$ cat src/rtl/i2c_timeout_ctrl.sv
// I2C bus-stuck watchdog: arms a downstream timer while SCL or SDA is low and
// clocks SCL to free the bus on timeout. Optional fault counter: TIMEOUT_FAULT_CNT_EN.
module i2c_timeout_ctrl #(
    parameter logic [15:0] TICK_DIV     = 16'd50000,
    parameter logic [15:0] RECOVER_HALF = 16'd250,
    parameter logic [3:0]  RECOVER_CLKS = 4'd9
) (
    input  logic       sys_clk,
    input  logic       sys_rst_n,
    input  logic       scl_in,
    input  logic       sda_in,
    input  logic       timeout,
    output logic       cnt_en,
    output logic       cnt_pulse,
    output logic       scl_oe,
    output logic       recover_busy,
    output logic       recover_done,
    output logic [7:0] fault_cnt
);

    typedef enum logic [1:0] {IDLE, WATCH, RECOVER, DONE} state_t;

    state_t      state_reg;
    state_t      state_next;
    logic [1:0]  bus_raw;
    logic [1:0]  bus_sync;
    logic        scl_s;
    logic        sda_s;
    logic [15:0] presc_reg;
    logic [15:0] half_reg;
    logic [3:0]  pulse_reg;
    logic        scl_oe_reg;
    logic        half_end;
    logic        recover_enter;

    assign bus_raw = {sda_in, scl_in};

    // Bit 0 = SCL, bit 1 = SDA; both idle high so the synchronizers reset to 1.
    generate
        for (genvar gi = 0; gi < 2; gi++) begin : g_sync
            logic meta_reg;
            logic sync_reg;
            always_ff @(posedge sys_clk or negedge sys_rst_n) begin
                if (!sys_rst_n) begin
                    meta_reg <= 1'b1;
                    sync_reg <= 1'b1;
                end else begin
                    meta_reg <= bus_raw[gi];
                    sync_reg <= meta_reg;
                end
            end
            assign bus_sync[gi] = sync_reg;
        end
    endgenerate

    assign scl_s = bus_sync[0];
    assign sda_s = bus_sync[1];

    assign half_end      = (half_reg == RECOVER_HALF - 16'd1);
    assign recover_enter = (state_reg == WATCH) && (state_next == RECOVER);

    always_ff @(posedge sys_clk or negedge sys_rst_n) begin
        if (!sys_rst_n) begin
            state_reg <= IDLE;
        end else begin
            state_reg <= state_next;
        end
    end

    always_comb begin
        state_next = state_reg;
        case (state_reg)
            IDLE: begin
                if (!scl_s || !sda_s) begin
                    state_next = WATCH;
                end
            end
            WATCH: begin
                // Timeout takes priority over a simultaneous bus release.
                if (timeout) begin
                    state_next = RECOVER;
                end else if (scl_s && sda_s) begin
                    state_next = IDLE;
                end
            end
            RECOVER: begin
                if (half_end && !scl_oe_reg &&
                    (sda_s || (pulse_reg == RECOVER_CLKS - 4'd1))) begin
                    state_next = DONE;
                end
            end
            DONE: begin
                state_next = IDLE;
            end
            default: begin
                state_next = IDLE;
            end
        endcase
    end

    assign cnt_en       = (state_reg == WATCH);
    assign recover_busy = (state_reg == RECOVER);
    assign recover_done = (state_reg == DONE);
    assign cnt_pulse    = cnt_en && (presc_reg == TICK_DIV - 16'd1);
    assign scl_oe       = scl_oe_reg;

    always_ff @(posedge sys_clk or negedge sys_rst_n) begin
        if (!sys_rst_n) begin
            presc_reg <= 16'd0;
        end else if (!cnt_en || cnt_pulse) begin
            presc_reg <= 16'd0;
        end else begin
            presc_reg <= presc_reg + 16'd1;
        end
    end

    // pulse_reg counts completed low/high pulses before the current one.
    always_ff @(posedge sys_clk or negedge sys_rst_n) begin
        if (!sys_rst_n) begin
            scl_oe_reg <= 1'b0;
            half_reg   <= 16'd0;
            pulse_reg  <= 4'd0;
        end else if (recover_enter) begin
            scl_oe_reg <= 1'b1;
            half_reg   <= 16'd0;
            pulse_reg  <= 4'd0;
        end else if (state_reg == RECOVER) begin
            if (half_end) begin
                half_reg <= 16'd0;
                if (scl_oe_reg) begin
                    scl_oe_reg <= 1'b0;
                end else if (state_next == RECOVER) begin
                    scl_oe_reg <= 1'b1;
                    pulse_reg  <= pulse_reg + 4'd1;
                end
            end else begin
                half_reg <= half_reg + 16'd1;
            end
        end else begin
            scl_oe_reg <= 1'b0;
            half_reg   <= 16'd0;
            pulse_reg  <= 4'd0;
        end
    end

`ifdef TIMEOUT_FAULT_CNT_EN
    logic [7:0] fault_reg;

    always_ff @(posedge sys_clk or negedge sys_rst_n) begin
        if (!sys_rst_n) begin
            fault_reg <= 8'h00;
        end else if (recover_enter && (fault_reg != 8'hFF)) begin
            fault_reg <= fault_reg + 8'h01;
        end
    end

    assign fault_cnt = fault_reg;
`else
    assign fault_cnt = 8'h00;
`endif

endmodule

$ cat config.mk
export PLATFORM = sky130hd
export DESIGN_NAME = i2c_timeout_ctrl
export DESIGN_NICKNAME = d
export VERILOG_FILES = /design/src/rtl/i2c_timeout_ctrl.sv
export SDC_FILE = /design/constraint.sdc
export NUM_CORES = 1
export LEC_CHECK = 0
export CAP_MARGIN = 5
export CORE_MARGIN = 3
export CORE_UTILIZATION = 62
export CTS_CLUSTER_DIAMETER = 150
export DETAILED_ROUTE_END_ITERATION = 12
export GPL_TIMING_DRIVEN = 0
export HOLD_SLACK_MARGIN = 0.02
export PLACE_DENSITY = 0.9
export REMOVE_ABC_BUFFERS = 1
export SYNTH_ARGS = -nofsm -noshare
export SYNTH_HDL_FRONTEND = slang
export SYNTH_SLANG_ARGS = --single-unit
$ cat constraint.sdc
create_clock -name sys_clk -period 4.6 [get_ports sys_clk]
set_input_delay 0.92 -clock sys_clk [delete_from_list [all_inputs] [get_ports sys_clk]]
set_output_delay 0.92 -clock sys_clk [all_outputs]
set_load 0.1 [all_outputs]
==> results.py <==
metrics = {
    "drt": {
        "wl_per_cell_um": 13.29,
        "firstDrtPassIters": 4,
        "met1_length_mm": 1.768,
        "antenna_left": 0,
        "routed-wl-met2_mm": 1.719,
        "drt-total-wl_mm": 3.720,
        "detail_route.iter0.violations": 134,
        "vias": 1570,
        "highest_layer": "met4",
        "dr_wl_met3_um": 137,
        "vias_per_cell": 5.607,
        "route.detailed.drc": 0,
    },
    "cts": {
        "h-tree-depth": 2,
        "cts-buffers-inserted": 5,
        "postCtsHoldBufs": 0,
        "root_buffer": "clkbuf_4",
        "cts_tree": "done",
        "cts_max_path_buffers": 2,
        "clock_latency_ps": 350,
        "post_cts_buffers": 0,
        "path_clk_slew_ps": 120,
        "cts-resized-gates": 0,
        "clock-sinks": 43,
    },
    "die": {
        "core.rowCount": 21,
        "dieArea_um2": 4336,
        "die_x_um": 65.85,
        "coreArea_um2": 3390,
        "io_pins": 18,
        "die_h_um": 65.85,
        "initial_core_util_pct": 65.52,
    },
    "logic_synthesis": {
        "yosysWarnings": 0,
        "ys_seq_elements": 43,
        "seq_area_frac_synth_pct": 48.68,
        "synth.distinct_cells": 42,
        "synthCells": 222,
        "synth_area_per_cell_um2": 10.00,
        "synth_edf_count": 0,
        "syn_area_um2": 2221,
        "ys_async_sr_fraction_pct": 100.0,
        "ys.flop_type": "dfrtp_1",
    },
    "grt": {
        "gr-total-overflow": 0,
        "grt_pass1_vias": 1537,
        "grt_pass1_wl_mm": 6.844,
        "track_usage_pct": 20.61,
        "antenna_found_initial": 0,
        "grt_max_degree": 32,
    },
    "worst_setup_path": {
        "crit_path_max_fanout": 7,
        "critPathKind": "reg2out",
        "endpoint_kind": "output pin",
        "worst_r2r_endpoint": "presc_reg[7]$_DFF_PN0_",
        "worst_ep_required_time_ps": 3680,
        "crit_arrival_ps": 3040,
        "start_kind": "flop",
        "rr_worst_depth": 5,
        "worstSetupStartpoint": "presc_reg[0]$_DFF_PN0_",
        "crit_end": "cnt_pulse",
        "r2r-start": "presc_reg[0]$_DFF_PN0_",
        "ff2ff_setup_slack_ps": 2710,
    },
    "layout": {
        "drive_gt1_share_pct": 8.547,
        "fillCellCount": 234,
        "final_nets": 243,
        "antenna_cells": 0,
        "final_cell_mix": "dfrtp_1 (39), nor2_1 (35), xnor2_1 (22)",
        "layout_commonest_cell": "dfrtp_1",
        "syn2layout_area_growth_pct": 7.775,
    },
    "job": {
        "maxCapViolations": 0,
    },
    "sta": {
        "slew_headroom_pct": 35.70,
        "fin_crit_ps": 3957,
        "finalSetupTns_ps": 0,
        "fin_hold_ws_ps": 364.8,
        "clock.fmax_ghz": 0.2527,
        "slew_violations": 0,
        "finClkSkew_ps": 4.195,
        "hold_viol_final": 0,
        "rsz0062_at_grt": "false",
        "tightest_slew_ps": 961.5,
        "finalSetupViolCount": 0,
        "fin_crit_sh_pct": 86.03,
    },
    "placed_design": {
        "io_buffers": 9,
        "gp_congestion": 0.8758,
        "hpwl_mm": 2.640,
    },
    "run_status": {
        "status": "finished, final reports clean",
    },
    "hold_path": {
        "hp-class": "reg2reg",
    },
    "power": {
        "p_per_area_nw_per_um2": 395.5,
        "power.leakage_nw": 0.9377,
        "ir_worst_vdd_mv": 0.1896,
    },
}
-- cell type report --
class / instances / area (µm²) / area share (%)
clock buffers: 6 / 51.30 / 2.143
clock inverters: 2 / 35.03 / 1.464
inverters: 9 / 33.78 / 1.411
multi-input cells: 164 / 1030 / 43.02
flip-flops and latches: 43 / 1081 / 45.16
well taps: 46 / 57.56 / 2.405
repair buffers: 10 / 105.1 / 4.391
-- metal layers --
metal  track usage, %  up-vias
li1                 -      781
met1            27.57      744
met2            31.54       36
met3            5.442        9
met4            8.808        0
met5                0        -
-- power by group --
| part | internal [mW] | switching, mW | leakage, nW | total [mW] |
|---|---|---|---|---|
| combinational | 0.0614 | 0.209 | 0.308 | 0.270 |
| sequential | 0.405 | 0.0270 | 0.581 | 0.431 |
| clock | 0.128 | 0.117 | 0.0482 | 0.245 |
| total | 0.594 | 0.352 | 0.938 | 0.947 |
-- logic make-up (layout without fill, tap and decap cells) --
family          after synthesis  after routing  synth area share, %
mux                           1              1               0.4507
other cells                   1              8               0.1689
simple gates                107            107                26.31
xor+xnor                     27             27                10.65
flops                        43             43                48.68
compound gates               16             16                4.789
buf+inv                      22             27                6.140
fa+ha+maj                     5              5                2.817
-- per-stage QoR --
| stage | power (mW) | setup WS (ps) | util (%) | instance area, µm² | instances |
|---|---|---|---|---|---|
| final | 0.9466 | 642.7 | 70.62 | 2394 | 280 |
| after global routing | 0.9990 | 444.2 | 70.62 | 2394 | 280 |
| after CTS | 0.9572 | 632.8 | 70.62 | 2394 | 280 |
| after detailed placement | 0.7099 | 1055 | 68.07 | 2307 | 272 |
| after global placement | 0.7042 | 1099 | 67.63 | 2292 | 271 |
| after floorplan | 0.6421 | 1217 | - | 2145 | 216 |
-- synthesized netlist by cell type (all sizes together) (2+ instances only) --
| cell | count | area (µm²) |
|---|---|---|
| dfrtp | 39 | 975.9 |
| nor2 | 35 | 131.4 |
| xnor2 | 22 | 192.7 |
| nand3 | 15 | 80.08 |
| buf | 13 | 102.6 |
| nand2 | 10 | 37.54 |
| nand4 | 10 | 62.56 |
| nor4 | 10 | 62.56 |
| inv | 9 | 33.78 |
| nor3 | 7 | 35.03 |
| a21oi | 5 | 28.78 |
| ha | 5 | 62.56 |
| xor2 | 5 | 43.79 |
| dfstp | 4 | 105.1 |
| o21ai | 4 | 20.02 |
| and3 | 3 | 18.77 |
| nand2b | 3 | 26.27 |
| o31ai | 3 | 22.52 |
| and4 | 2 | 17.52 |
| nor4b | 2 | 23.77 |
| or4 | 2 | 18.77 |
-- worst min-delay path by stage --
stage / start / slack, ps / cells past startpoint / end
4_1_cts: g_sync[1].meta_reg$_DFF_PN1_ / 370 / 0 / g_sync[1].sync_reg$_DFF_PN1_
3_3_place_gp: g_sync[0].meta_reg$_DFF_PN1_ / 350 / 0 / g_sync[0].sync_reg$_DFF_PN1_
2_1_floorplan: g_sync[0].meta_reg$_DFF_PN1_ / 350 / 0 / g_sync[0].sync_reg$_DFF_PN1_
6_report: g_sync[1].meta_reg$_DFF_PN1_ / 360 / 0 / g_sync[1].sync_reg$_DFF_PN1_
5_1_grt: g_sync[1].meta_reg$_DFF_PN1_ / 370 / 0 / g_sync[1].sync_reg$_DFF_PN1_
3_5_place_dp: g_sync[1].meta_reg$_DFF_PN1_ / 350 / 0 / g_sync[1].sync_reg$_DFF_PN1_
-- worst max-delay path: stages, from the launching register on --
cell,delay (ps)
dfrtp_1,410
ha_1,190
nand3_1,260
nor4_1,430
nand3_1,140
nor2_1,120
clkdlybuf4s50_1,1130
Power figures use the tool's default switching activity.
